[src/rtl/taiga_config.sv]
// Build-time configuration for the data cache invalidation path.
// Latency: n/a (constants only).
// Backpressure: n/a.
package taiga_config;

    // 16-byte lines: 4 words per line, 4 bytes per word.
    localparam int DCACHE_LINE_ADDR_W     = 8;
    localparam int DCACHE_SUB_LINE_ADDR_W = 2;
    localparam int DCACHE_BYTE_ADDR_W     = 2;
    localparam int DCACHE_LINE_OFFSET_W   = DCACHE_SUB_LINE_ADDR_W + DCACHE_BYTE_ADDR_W;
    localparam int DCACHE_TAG_W           = 32 - DCACHE_LINE_ADDR_W - DCACHE_LINE_OFFSET_W;

    // Buffered invalidations; must be a power of two and at least 2.
    localparam int DCACHE_INV_QUEUE_DEPTH = 4;

endpackage

[src/rtl/taiga_types.sv]
// Shared types for the invalidation queue: entry layout, FSM states, address rebuild.
// Latency: n/a (types and a pure function).
// Backpressure: n/a.
package taiga_types;
    import taiga_config::*;

    // One buffered invalidation: only the bits that identify a cache line.
    typedef struct packed {
        logic                          valid;
        logic [DCACHE_TAG_W-1:0]       tag;
        logic [DCACHE_LINE_ADDR_W-1:0] line;
    } inv_entry_t;

    typedef enum logic [1:0] {
        INV_IDLE  = 2'd0,
        INV_ISSUE = 2'd1,
        INV_GAP   = 2'd2
    } inv_state_t;

    // Rebuild a byte address with the sub-line and byte offset forced to zero.
    function automatic logic [31:0] line_to_addr(input logic [DCACHE_TAG_W-1:0] tag,
                                                 input logic [DCACHE_LINE_ADDR_W-1:0] line);
        return {tag, line, {DCACHE_LINE_OFFSET_W{1'b0}}};
    endfunction

endpackage

[src/rtl/dcache_inv_queue_if.sv]
// Snoop intake and tag-bank invalidation signals of the invalidation queue.
// Latency: n/a (wiring only).
// Backpressure: snoop_ready from the queue; extern_inv held until extern_inv_complete.
interface dcache_inv_queue_if #(
    parameter int INV_QUEUE_DEPTH = taiga_config::DCACHE_INV_QUEUE_DEPTH
);
    localparam int CNT_W = $clog2(INV_QUEUE_DEPTH) + 1;

    logic             snoop_valid;
    logic [31:0]      snoop_addr;
    logic             snoop_ready;
    logic             extern_inv;
    logic [31:0]      inv_addr;
    logic             extern_inv_complete;
    logic             inv_pending;
    logic [CNT_W-1:0] inv_count;

    // Environment side: snooping cores and the tag banks.
    modport master (
        output snoop_valid, snoop_addr, extern_inv_complete,
        input  snoop_ready, extern_inv, inv_addr, inv_pending, inv_count
    );

    // Queue side.
    modport slave (
        input  snoop_valid, snoop_addr, extern_inv_complete,
        output snoop_ready, extern_inv, inv_addr, inv_pending, inv_count
    );

endinterface

[src/rtl/inv_addr_fifo.sv]
// Circular store of pending line addresses with per-entry valids exposed for coalescing.
// Latency: push visible at head/count one cycle after the accepting edge.
// Backpressure: push ignored when full, pop ignored when empty; caller gates with count.
module inv_addr_fifo
    import taiga_config::*;
    import taiga_types::*;
#(
    parameter int DEPTH = DCACHE_INV_QUEUE_DEPTH
) (
    input  logic                          clk,
    input  logic                          rst,
    input  logic                          i_push,
    input  logic [DCACHE_TAG_W-1:0]       i_push_tag,
    input  logic [DCACHE_LINE_ADDR_W-1:0] i_push_line,
    input  logic                          i_pop,
    output inv_entry_t [DEPTH-1:0]        o_entries,
    output inv_entry_t                    o_head,
    output logic [$clog2(DEPTH)-1:0]      o_rd_ptr,
    output logic [$clog2(DEPTH):0]        o_count
);
    localparam int PTR_W = $clog2(DEPTH);
    localparam int CNT_W = PTR_W + 1;

    logic [DEPTH-1:0]              r_valid;
    logic [DCACHE_TAG_W-1:0]       r_tag  [DEPTH];
    logic [DCACHE_LINE_ADDR_W-1:0] r_line [DEPTH];
    logic [PTR_W-1:0]              r_wr_ptr;
    logic [PTR_W-1:0]              r_rd_ptr;
    logic [CNT_W-1:0]              r_count;

    logic w_full;
    logic w_empty;
    logic w_push;
    logic w_pop;

    assign w_full  = (r_count == CNT_W'(DEPTH));
    assign w_empty = (r_count == '0);
    assign w_push  = i_push & ~w_full;
    assign w_pop   = i_pop & ~w_empty;

    // Pointers, valids and occupancy; pointers wrap naturally as DEPTH is a power of two.
    always_ff @(posedge clk or negedge rst) begin
        if (!rst) begin
            r_valid  <= '0;
            r_wr_ptr <= '0;
            r_rd_ptr <= '0;
            r_count  <= '0;
        end else begin
            if (w_pop) begin
                r_valid[r_rd_ptr] <= 1'b0;
                r_rd_ptr          <= r_rd_ptr + PTR_W'(1);
            end
            if (w_push) begin
                r_valid[r_wr_ptr] <= 1'b1;
                r_wr_ptr          <= r_wr_ptr + PTR_W'(1);
            end
            case ({w_push, w_pop})
                2'b10:   r_count <= r_count + CNT_W'(1);
                2'b01:   r_count <= r_count - CNT_W'(1);
                default: r_count <= r_count;
            endcase
        end
    end

    // Address payload; qualified by r_valid so it needs no reset.
    always_ff @(posedge clk) begin
        if (w_push) begin
            r_tag[r_wr_ptr]  <= i_push_tag;
            r_line[r_wr_ptr] <= i_push_line;
        end
    end

    // Present every slot to the coalescing compare in the parent.
    always_comb begin
        o_entries = '0;
        for (int i = 0; i < DEPTH; i++) begin
            o_entries[i] = {r_valid[i], r_tag[i], r_line[i]};
        end
    end

    assign o_head   = {r_valid[r_rd_ptr], r_tag[r_rd_ptr], r_line[r_rd_ptr]};
    assign o_rd_ptr = r_rd_ptr;
    assign o_count  = r_count;

endmodule

[src/rtl/dcache_inv_queue.sv]
// Buffers remote-write snoops, coalesces duplicate lines, issues them one at a time to the tag banks.
// Latency: push -> extern_inv 2 cycles; each entry costs >=1 ISSUE cycle plus 1 GAP cycle.
// Backpressure: snoop_ready = ~full from registered count; extern_inv held until extern_inv_complete.
module dcache_inv_queue
    import taiga_config::*;
    import taiga_types::*;
#(
    parameter int INV_QUEUE_DEPTH = DCACHE_INV_QUEUE_DEPTH
) (
    input  logic               clk,
    input  logic               rst,
    dcache_inv_queue_if.slave  inv_if
);
    localparam int PTR_W    = $clog2(INV_QUEUE_DEPTH);
    localparam int CNT_W    = PTR_W + 1;
    localparam int LINE_LSB = DCACHE_LINE_OFFSET_W;
    localparam int TAG_LSB  = LINE_LSB + DCACHE_LINE_ADDR_W;

    inv_state_t r_state;
    inv_state_t w_next_state;

    inv_entry_t [INV_QUEUE_DEPTH-1:0] w_entries;
    inv_entry_t                       w_head;
    logic [PTR_W-1:0]                 w_rd_ptr;
    logic [CNT_W-1:0]                 w_count;

    logic [DCACHE_TAG_W-1:0]       w_snoop_tag;
    logic [DCACHE_LINE_ADDR_W-1:0] w_snoop_line;
    logic                          w_unused_offset;
    logic                          w_full;
    logic                          w_pop;
    logic                          w_match;
    logic                          w_push;

    assign w_snoop_tag     = inv_if.snoop_addr[31:TAG_LSB];
    assign w_snoop_line    = inv_if.snoop_addr[TAG_LSB-1:LINE_LSB];
    assign w_unused_offset = |inv_if.snoop_addr[LINE_LSB-1:0];

    assign w_full = (w_count == CNT_W'(INV_QUEUE_DEPTH));
    assign w_pop  = (r_state == INV_ISSUE) & inv_if.extern_inv_complete;

    // Coalesce against any live entry, except the head leaving this very edge:
    // that line has already been invalidated, so a fresh write must be queued again.
    always_comb begin
        w_match = 1'b0;
        for (int i = 0; i < INV_QUEUE_DEPTH; i++) begin
            if (w_entries[i].valid &&
                (w_entries[i].tag == w_snoop_tag) &&
                (w_entries[i].line == w_snoop_line) &&
                !(w_pop && (PTR_W'(i) == w_rd_ptr))) begin
                w_match = 1'b1;
            end
        end
    end

    assign w_push = inv_if.snoop_valid & ~w_full & ~w_match;

    inv_addr_fifo #(
        .DEPTH (INV_QUEUE_DEPTH)
    ) u_fifo (
        .clk         (clk),
        .rst         (rst),
        .i_push      (w_push),
        .i_push_tag  (w_snoop_tag),
        .i_push_line (w_snoop_line),
        .i_pop       (w_pop),
        .o_entries   (w_entries),
        .o_head      (w_head),
        .o_rd_ptr    (w_rd_ptr),
        .o_count     (w_count)
    );

    // State register; reset abandons any invalidation in flight.
    always_ff @(posedge clk or negedge rst) begin
        if (!rst) begin
            r_state <= INV_IDLE;
        end else begin
            r_state <= w_next_state;
        end
    end

    // Next state: the GAP cycle drops extern_inv so the downstream accessed flag clears.
    always_comb begin
        w_next_state = r_state;
        case (r_state)
            INV_IDLE:  if (w_count != '0) w_next_state = INV_ISSUE;
            INV_ISSUE: if (inv_if.extern_inv_complete) w_next_state = INV_GAP;
            INV_GAP:   w_next_state = (w_count != '0) ? INV_ISSUE : INV_IDLE;
            default:   w_next_state = INV_IDLE;
        endcase
    end

    assign inv_if.snoop_ready = ~w_full;
    assign inv_if.extern_inv  = (r_state == INV_ISSUE);
    assign inv_if.inv_addr    = w_head.valid ? line_to_addr(w_head.tag, w_head.line) : 32'h0;
    assign inv_if.inv_pending = (w_count != '0) | (r_state != INV_IDLE);
    assign inv_if.inv_count   = w_count;

endmodule

[src/flat_wrapper.sv]
// flat-port wrapper written by rule: the top's interface ports become plain ports
module dcache_inv_queue_flat import taiga_config::*; import taiga_types::*;
#(
    parameter int INV_QUEUE_DEPTH = DCACHE_INV_QUEUE_DEPTH
)
  (clk, rst, inv_if_snoop_valid, inv_if_snoop_addr, inv_if_extern_inv_complete, inv_if_snoop_ready, inv_if_extern_inv, inv_if_inv_addr, inv_if_inv_pending, inv_if_inv_count);
  dcache_inv_queue_if #(.INV_QUEUE_DEPTH(INV_QUEUE_DEPTH)) inv_if_i ();
  input  logic clk;
  input  logic rst;
  input wire logic [$bits(inv_if_i.snoop_valid)-1:0] inv_if_snoop_valid;
  input wire logic [$bits(inv_if_i.snoop_addr)-1:0] inv_if_snoop_addr;
  input wire logic [$bits(inv_if_i.extern_inv_complete)-1:0] inv_if_extern_inv_complete;
  output wire logic [$bits(inv_if_i.snoop_ready)-1:0] inv_if_snoop_ready;
  output wire logic [$bits(inv_if_i.extern_inv)-1:0] inv_if_extern_inv;
  output wire logic [$bits(inv_if_i.inv_addr)-1:0] inv_if_inv_addr;
  output wire logic [$bits(inv_if_i.inv_pending)-1:0] inv_if_inv_pending;
  output wire logic [$bits(inv_if_i.inv_count)-1:0] inv_if_inv_count;
  assign inv_if_i.snoop_valid = inv_if_snoop_valid;
  assign inv_if_i.snoop_addr = inv_if_snoop_addr;
  assign inv_if_i.extern_inv_complete = inv_if_extern_inv_complete;
  assign inv_if_snoop_ready = inv_if_i.snoop_ready;
  assign inv_if_extern_inv = inv_if_i.extern_inv;
  assign inv_if_inv_addr = inv_if_i.inv_addr;
  assign inv_if_inv_pending = inv_if_i.inv_pending;
  assign inv_if_inv_count = inv_if_i.inv_count;
  dcache_inv_queue #(.INV_QUEUE_DEPTH(INV_QUEUE_DEPTH)) u_core (.clk(clk), .rst(rst), .inv_if(inv_if_i));
endmodule
[config.mk]
export PLATFORM = sky130hd
export DESIGN_NAME = dcache_inv_queue_flat
export DESIGN_NICKNAME = d
export VERILOG_FILES = /design/src/rtl/taiga_config.sv /design/src/rtl/taiga_types.sv /design/src/rtl/dcache_inv_queue_if.sv /design/src/rtl/inv_addr_fifo.sv /design/src/rtl/dcache_inv_queue.sv /design/src/flat_wrapper.sv
export SDC_FILE = /design/constraint.sdc
export NUM_CORES = 1
export LEC_CHECK = 0
export CAP_MARGIN = 5
export CORE_MARGIN = 1.5
export CORE_UTILIZATION = 50
export CTS_CLUSTER_DIAMETER = 100
export CTS_CLUSTER_SIZE = 16
export DETAILED_ROUTE_END_ITERATION = 12
export PLACE_DENSITY = 0.73
export SLEW_MARGIN = 20
export SYNTH_ARGS = -nofsm -noshare
export SYNTH_HDL_FRONTEND = slang
export SYNTH_SLANG_ARGS = --single-unit
[constraint.sdc]
create_clock -name clk -period 4.65 [get_ports clk]
set_input_delay 0.93 -clock clk [delete_from_list [all_inputs] [get_ports clk]]
set_output_delay 0.93 -clock clk [all_outputs]
set_load 0.02 [all_outputs]
# Yosys cells after proc, flatten, opt, wreduce, memory -nomap -nowiden

Memories as Yosys holds them, arrays and structs flattened.
Cells that the tools add are included.

Bits in writable memories: 112
Memories: 2
Bits in read-only memories: 0
Latch bits: 0
Logic and storage cells: 94
Register bits: 13

Eq/ne operators: 18
Magnitude comparators: 4
Multipliers: 0
Bitwise logic cells: 12
Shift-type cells: 0
Add/sub/neg operators: 4
Divide/modulo/power cells: 0
Reduce and logical (&&, ||, !) cells: 29
Mux-type cells: 20

Memory list:

| memory               | depth | width | rd ports | clocked after memory_dff | write ports | RTL line            | RTL |
|---|---|---|---|---|---|---|---|
| u_core.u_fifo.r_tag  | 4     | 20    | 5        | 0                        | 1           | inv_addr_fifo.sv:25 | `logic [DCACHE_TAG_W-1:0] r_tag [DEPTH];` |
| u_core.u_fifo.r_line | 4     | 8     | 5        | 0                        | 1           | inv_addr_fifo.sv:26 | `logic [DCACHE_LINE_ADDR_W-1:0] r_line [DEPTH];` |

Operators with widths:

| cell                  | count |
|---|---|
| $eq A20 B20 Y1        | 4 |
| $eq A8 B8 Y1          | 4 |
| $mux W32              | 1 |
| $logic_and A1 B1 Y1   | 18 |
| $mux W1               | 10 |
| $mux W4               | 2 |
| $lt A2 B3 Y1 const B  | 2 |
| $pmux W2 S3           | 1 |
| $pmux W3 S2           | 1 |
| $and A1 B1 Y1         | 5 |
| $add A2 B1 Y2 const B | 2 |
| $and A4 B4 Y4         | 1 |
| $demux W1 S2          | 2 |
| $eq A2 B1 Y1 const B  | 2 |
| $eq A2 B2 Y1 const A  | 2 |
| $eq A2 B2 Y1 const B  | 2 |
| $ge A2 B1 Y1 const B  | 2 |
| $logic_not A1 Y1      | 4 |
| $logic_not A2 Y1      | 2 |
| $mux W2               | 2 |
| $not A4 Y4            | 1 |
| $or A4 B4 Y4          | 1 |
| $reduce_bool A2 Y1    | 2 |
| $add A3 B1 Y3 const B | 1 |
| 11 further kinds      | 13 |

# Depth between registers and ports, before layout

Depth in word-level cells: 14
Depth in mapped cells: 16
Mapped depth without buffers: 13

# Cells and area by module

A second synthesis with hierarchy kept.

Cells, all modules: 409
Area total of the unflattened synthesis: 6283.5 sq um

By module, submodules not included:

| module           | seq. area each (sq um) | times used | cells each | area an instance (sq um) |
|---|---|---|---|---|
| inv_addr_fifo    | 3638.5                 | 1          | 203        | 4693.3 |
| dcache_inv_queue | 50.0                   | 1          | 206        | 1590.3 |

# Worst setup path after synthesis

OpenSTA, ideal clock, no wires.

Path type: register to register
From: register u_core.u_fifo.r_rd_ptr[1] (netlist: u_core.u_fifo.o_rd_ptr[1])
To: register u_core.u_fifo.r_count[2] (netlist: u_core.u_fifo.o_count[2])
Setup slack: 1.495 ns
Arrival: 3.075 ns
Setup time: 0.080 ns
Path buffers: 3
Stages on the path, launching flop included: 17
Data required time: 4.570 ns
Cells stage by stage: dfrtp_1 clkbuf_1 clkbuf_1 inv_1 ha_1 a211oi_1 nand4_1 o22ai_1 nor3b_1 buf_6 inv_1 ha_1 inv_1 fa_1 xor2_1 nor2_1 xor2_1

Word-level cells in the longest chain between the ends: 13

Ends and longest elaborated chain:

| element                                                  | RTL line               | RTL |
|---|---|---|
| from (decl)                                              | inv_addr_fifo.sv:28    | `logic [PTR_W-1:0] r_rd_ptr;` |
| from (signal assigned)                                   | inv_addr_fifo.sv:51    | `r_rd_ptr <= r_rd_ptr + PTR_W'(1);` |
| $logic_not A2 Y1                                         | dcache_inv_queue.sv:50 | `!(w_pop && (PTR_W'(i) == w_rd_ptr))) begin` |
| $logic_and A1 B1 Y1                                      | dcache_inv_queue.sv:50 |  |
| $logic_not A1 Y1                                         | dcache_inv_queue.sv:50 |  |
| $logic_and A1 B1 Y1                                      | dcache_inv_queue.sv:49 | `(w_entries[i].line == w_snoop_line) &&` |
| $mux W1 (3 in a row)                                     | dcache_inv_queue.sv:47 | `if (w_entries[i].valid &&` |
| $mux W1 (*)                                              | dcache_inv_queue.sv:47 |  |
| $not A1 Y1 (*)                                           | dcache_inv_queue.sv:56 | `assign w_push = inv_if.snoop_valid & ~w_full & ~w_match;` |
| $and A1 B1 Y1 (*)                                        | dcache_inv_queue.sv:56 |  |
| $and A1 B1 Y1 (*)                                        | inv_addr_fifo.sv:38    | `assign w_push = i_push & ~w_full;` |
| $eq A2 B1 Y1 / $eq A2 B2 Y1 (equally long branches)      | inv_addr_fifo.sv:57    | `case ({w_push, w_pop})` |
| $pmux W3 S2 / $reduce_bool A2 Y1 (equally long branches) | --                     |  |
| to (signal assigned)                                     | inv_addr_fifo.sv:58    | `2'b10: r_count <= r_count + CNT_W'(1);` |
| to (signal assigned)                                     | inv_addr_fifo.sv:59    | `2'b01: r_count <= r_count - CNT_W'(1);` |
| to (signal assigned)                                     | inv_addr_fifo.sv:60    | `default: r_count <= r_count;` |
| to (decl)                                                | inv_addr_fifo.sv:29    | `logic [CNT_W-1:0] r_count;` |

Mark *: on every way between the ends. The rest lies on a longest branch, timed or not.
A chain may end at the register's enable or synchronous reset.

# Worst setup path after layout

From: register u_core.u_fifo.r_rd_ptr[1] (netlist: u_core.u_fifo.o_rd_ptr[1])
To: output inv_if_inv_addr[14]

Word-level cells in the longest chain between the ends: 3

Ends and longest elaborated chain:

| element                       | RTL line               | RTL |
|---|---|---|
| $bmux W1 S2                   | inv_addr_fifo.sv:81    | `assign o_head = {r_valid[r_rd_ptr], r_tag[r_rd_ptr], r_line[r_rd_ptr]};` |
| $mux W1 (not written as such) | inv_addr_fifo.sv:81    |  |
| $mux W32 (*)                  | dcache_inv_queue.sv:95 | `assign inv_if.inv_addr = w_head.valid ? line_to_addr(w_head.tag, w_head.line) : 32'h0;` |
| to (decl)                     | flat_wrapper.sv:15     | `output wire logic [$bits(inv_if_i.inv_addr)-1:0] inv_if_inv_addr;` |

Mark *: on every way between the ends. The rest lies on a longest branch, timed or not. The select of a mux whose other input is x is not followed.

==> results.md <==
* Outcome: finished, final reports clean
* WHS at between 500 and 600 ps
* Post-CTS resize count at 0
* Number of synthesized register bits at roughly 130
* Largest net degree at the start of global routing at 32
* Setup_tns at 0 ps
* Pwr dens at 672 nW/um^2
* H-tree depth at 4
* Tot Pwr at between 5 and 6 mW
* Finish-stage setup viols at 0
* CTS tree: done
* Initial antenna violation count at 0
* Maximum clock rate at 258 MHz
* Clk sinks at roughly 130
* EDFF count, synth at between 100 and 150
* Worst Tran Pin Value at 780 ps
* Skew-Pair Late Insertion Delay at approximately 410 ps
* Post-CTS setup buffers at 0
* Minimum clock period at 3870 ps
* Worst path slowest cell: dfrtp_1
* Row count at 40
* Worst path top cell family by delay: flip-flops
* Synthesized area at approximately 6300 sq um
* CTS Buf Count at 17
* Routed via count at 3663
* I/O Pins at 74
* Worst Path Required at 3720 ps
* CP endpoint kind: output pin
* RSZ-0062 raised after global routing: no
* Initial DRC count at ~190
* Sequential-to-total area share from yosys stat at 58.9%
* Crit path arrival time at approximately 2900 ps
* Slew margin rel. at around half
* Drt pass-1 iters at 4
* Die width at roughly 110 um
* Area grow syn2layout at 24.1%
* Die H at around 110 um
* CTS Hold Bufs at 0
* DRT Wirelength at approximately 14 mm
* Setup CP Type: register to output pin
* Syn Inst Count at 407
* CP peak stage delay at ~840 ps
* # diodes at 0
* WP buf/inv at 1
* Gpl congestion at ~0.84
* Total congestion overflow at 0
* Hold crit path type: register to register
* Ys Warns at 0
* Static Leakage at 2.75 nW
* IO buf count at 65
* Core ar. at about 12000 sq um
* Final Hold Viols at 0
* Residual DRC count at 0
* Starting Density at 51.7%
* First-pass GRT wire length at around 21 mm
* WL/cell at ~21 um
* Synth Flop Type: edfxtp_1
* CTS clk-pin slew, worst paths at about 50 ps
* Share of post-route cells with drive strength above 1 at 14.0%
* Crit share post-route at 83.3%
* Critical Path Source Type: register
* Total GRT Usage at between 20 and 25%
* Die Footprint at around 13000 sq um
* Asr flop ratio synth at 10.4%
* HPWL after detailed placement at between 9 and 10 mm
* Max-slew violations at 0
* Peak VDD IR at just over 0.0005 V
* Clock Path Buffers at 2
* Crit path cell chain: mux4_2, nor2b_1, clkdlybuf4s50_1
* Post-route ant nets at 0
* Peak fanout along the critical path at 28
* Number of global-route vias before repair at approximately 3800
* Netlist cell types at 35
* Max_cap viols at 0
* Vias per cell at around 5.5
* Clock Skew at around 6 ps
* Syn avg cell area at 15.4 sq um
* Final #Nets at roughly 530
* Clock root buffer: clkbuf_16
## per-layer routing
metal	global-route usage (%)	wire (um)
met1	29.8	5830
met2	37.5	7180
met4	6.83	142
met5	0	0
met3	6.59	835
## cell families after synthesis
logic type	share of synthesized area, %
XOR/XNOR	16.4
AND/OR/NAND/NOR	8.25
flip-flops	58.9
multiplexers	10.8
buffers and inverters	2.22
adder cells (fa/ha/maj)	2.12
AO/OA/AOI/OAI	1.38
other	0.0598
## power breakdown
part           switching, mW  leakage [nW]  total [mW]  internal, mW
sequential             0.172          1.17        1.68          1.51
combinational           1.11          1.27        2.13          1.02
clock                  0.471         0.307        1.41         0.941
## cells in the mapped netlist, types with 3 or more instances
cell type | instances | area, sq um
a22o_1 | 4 | 35.0
and2_1 | 4 | 25.0
buf_2 | 3 | 15.0
buf_4 | 4 | 30.0
clkbuf_1 | 6 | 22.5
dfrtp_1 | 13 | 325
edfxtp_1 | 112 | 3360
ha_1 | 9 | 113
inv_1 | 13 | 48.8
mux4_2 | 29 | 653
nand2_1 | 4 | 15.0
nand3_1 | 5 | 25.0
nand4_1 | 10 | 62.6
nor2b_1 | 28 | 175
nor3_1 | 3 | 15.0
nor4_1 | 21 | 131
xnor2_1 | 19 | 166
xor2_1 | 98 | 858
## stage by stage
step / utilization [%] / instance area (sq um) / instances / setup slack [ps]
after floorplan: - / 6280 / 410 / 1500
after global placement: 59.0 / 7150 / 636 / 731
after detailed placement: 59.0 / 7150 / 636 / 656
after CTS: 64.2 / 7770 / 668 / 733
after global routing: 64.2 / 7770 / 668 / 652
final: 64.2 / 7770 / 668 / 776
## worst register-to-register path: stages, from the launching register on
cell and delay (ps):
dfrtp_2 370, buf_4 510, inv_1 200, ha_1 280
a211oi_1 330, nand4_1 130, o22ai_1 200, nor3b_1 110
inv_1 70, ha_1 170, inv_1 60, fa_1 370
xor2_1 150, nor2_1 130, xor2_1 170
## final timing paths
| path | from | endpoint | slack (ps) | cells after the start |
|---|---|---|---|---|
| min in group asynchronous | rst | u_core.u_fifo.r_wr_ptr[0] | 900 | 1 |
| hold reg to reg | u_core.r_state[1] | u_core.r_state[0] | 500 | 1 |
| hold / removal | u_core.r_state[1] | u_core.r_state[0] | 500 | 1 |
| max in group asynchronous | rst | u_core.u_fifo.o_rd_ptr[0] | 3310 | 1 |
| setup reg to reg | u_core.u_fifo.o_rd_ptr[0] | u_core.u_fifo.o_count[2] | 1320 | 14 |
| setup / recovery | u_core.u_fifo.o_rd_ptr[1] | inv_if_inv_addr[14] | 780 | 3 |
## cells in the final DEF, fill, tap and decap left out, drive strengths merged, types with 2 or more instances in the layout
master / count
and2: 5
or3: 2
nor4: 23
clkdlybuf4s50: 65
a211oi: 2
bufinv: 5
nand2: 4
inv: 13
xnor2: 19
nor2b: 28
edfxtp: 112
mux4: 29
clkbuf: 18
conb: 4
buf: 8
nor3: 3
dfrtp: 13
nand3: 5
xor2: 98
clkinv: 7
clkinvlp: 2
nor2: 2
ha: 9
nand4: 10
a22o: 4
## final cells by class
cell class | count | area (sq um)
fillers | 939 | 4340
flip-flops and latches | 125 | 3690
multi-input cells | 257 | 2450
repair buffers | 73 | 748
clock buffers | 18 | 429
well taps | 168 | 210
clock inverters | 14 | 199
inverters | 13 | 48.8
## sequential cells by signal (all words and copies together), names as in the netlist
register                flops
u_core.u_fifo.r_tag        80
u_core.u_fifo.r_line       32
u_core.u_fifo.r_valid       4
u_core.u_fifo.o_count       3
u_core.r_state              2
u_core.u_fifo.o_rd_ptr      2
u_core.u_fifo.r_wr_ptr      2
Note: power is estimated with default switching activity, not from simulation.
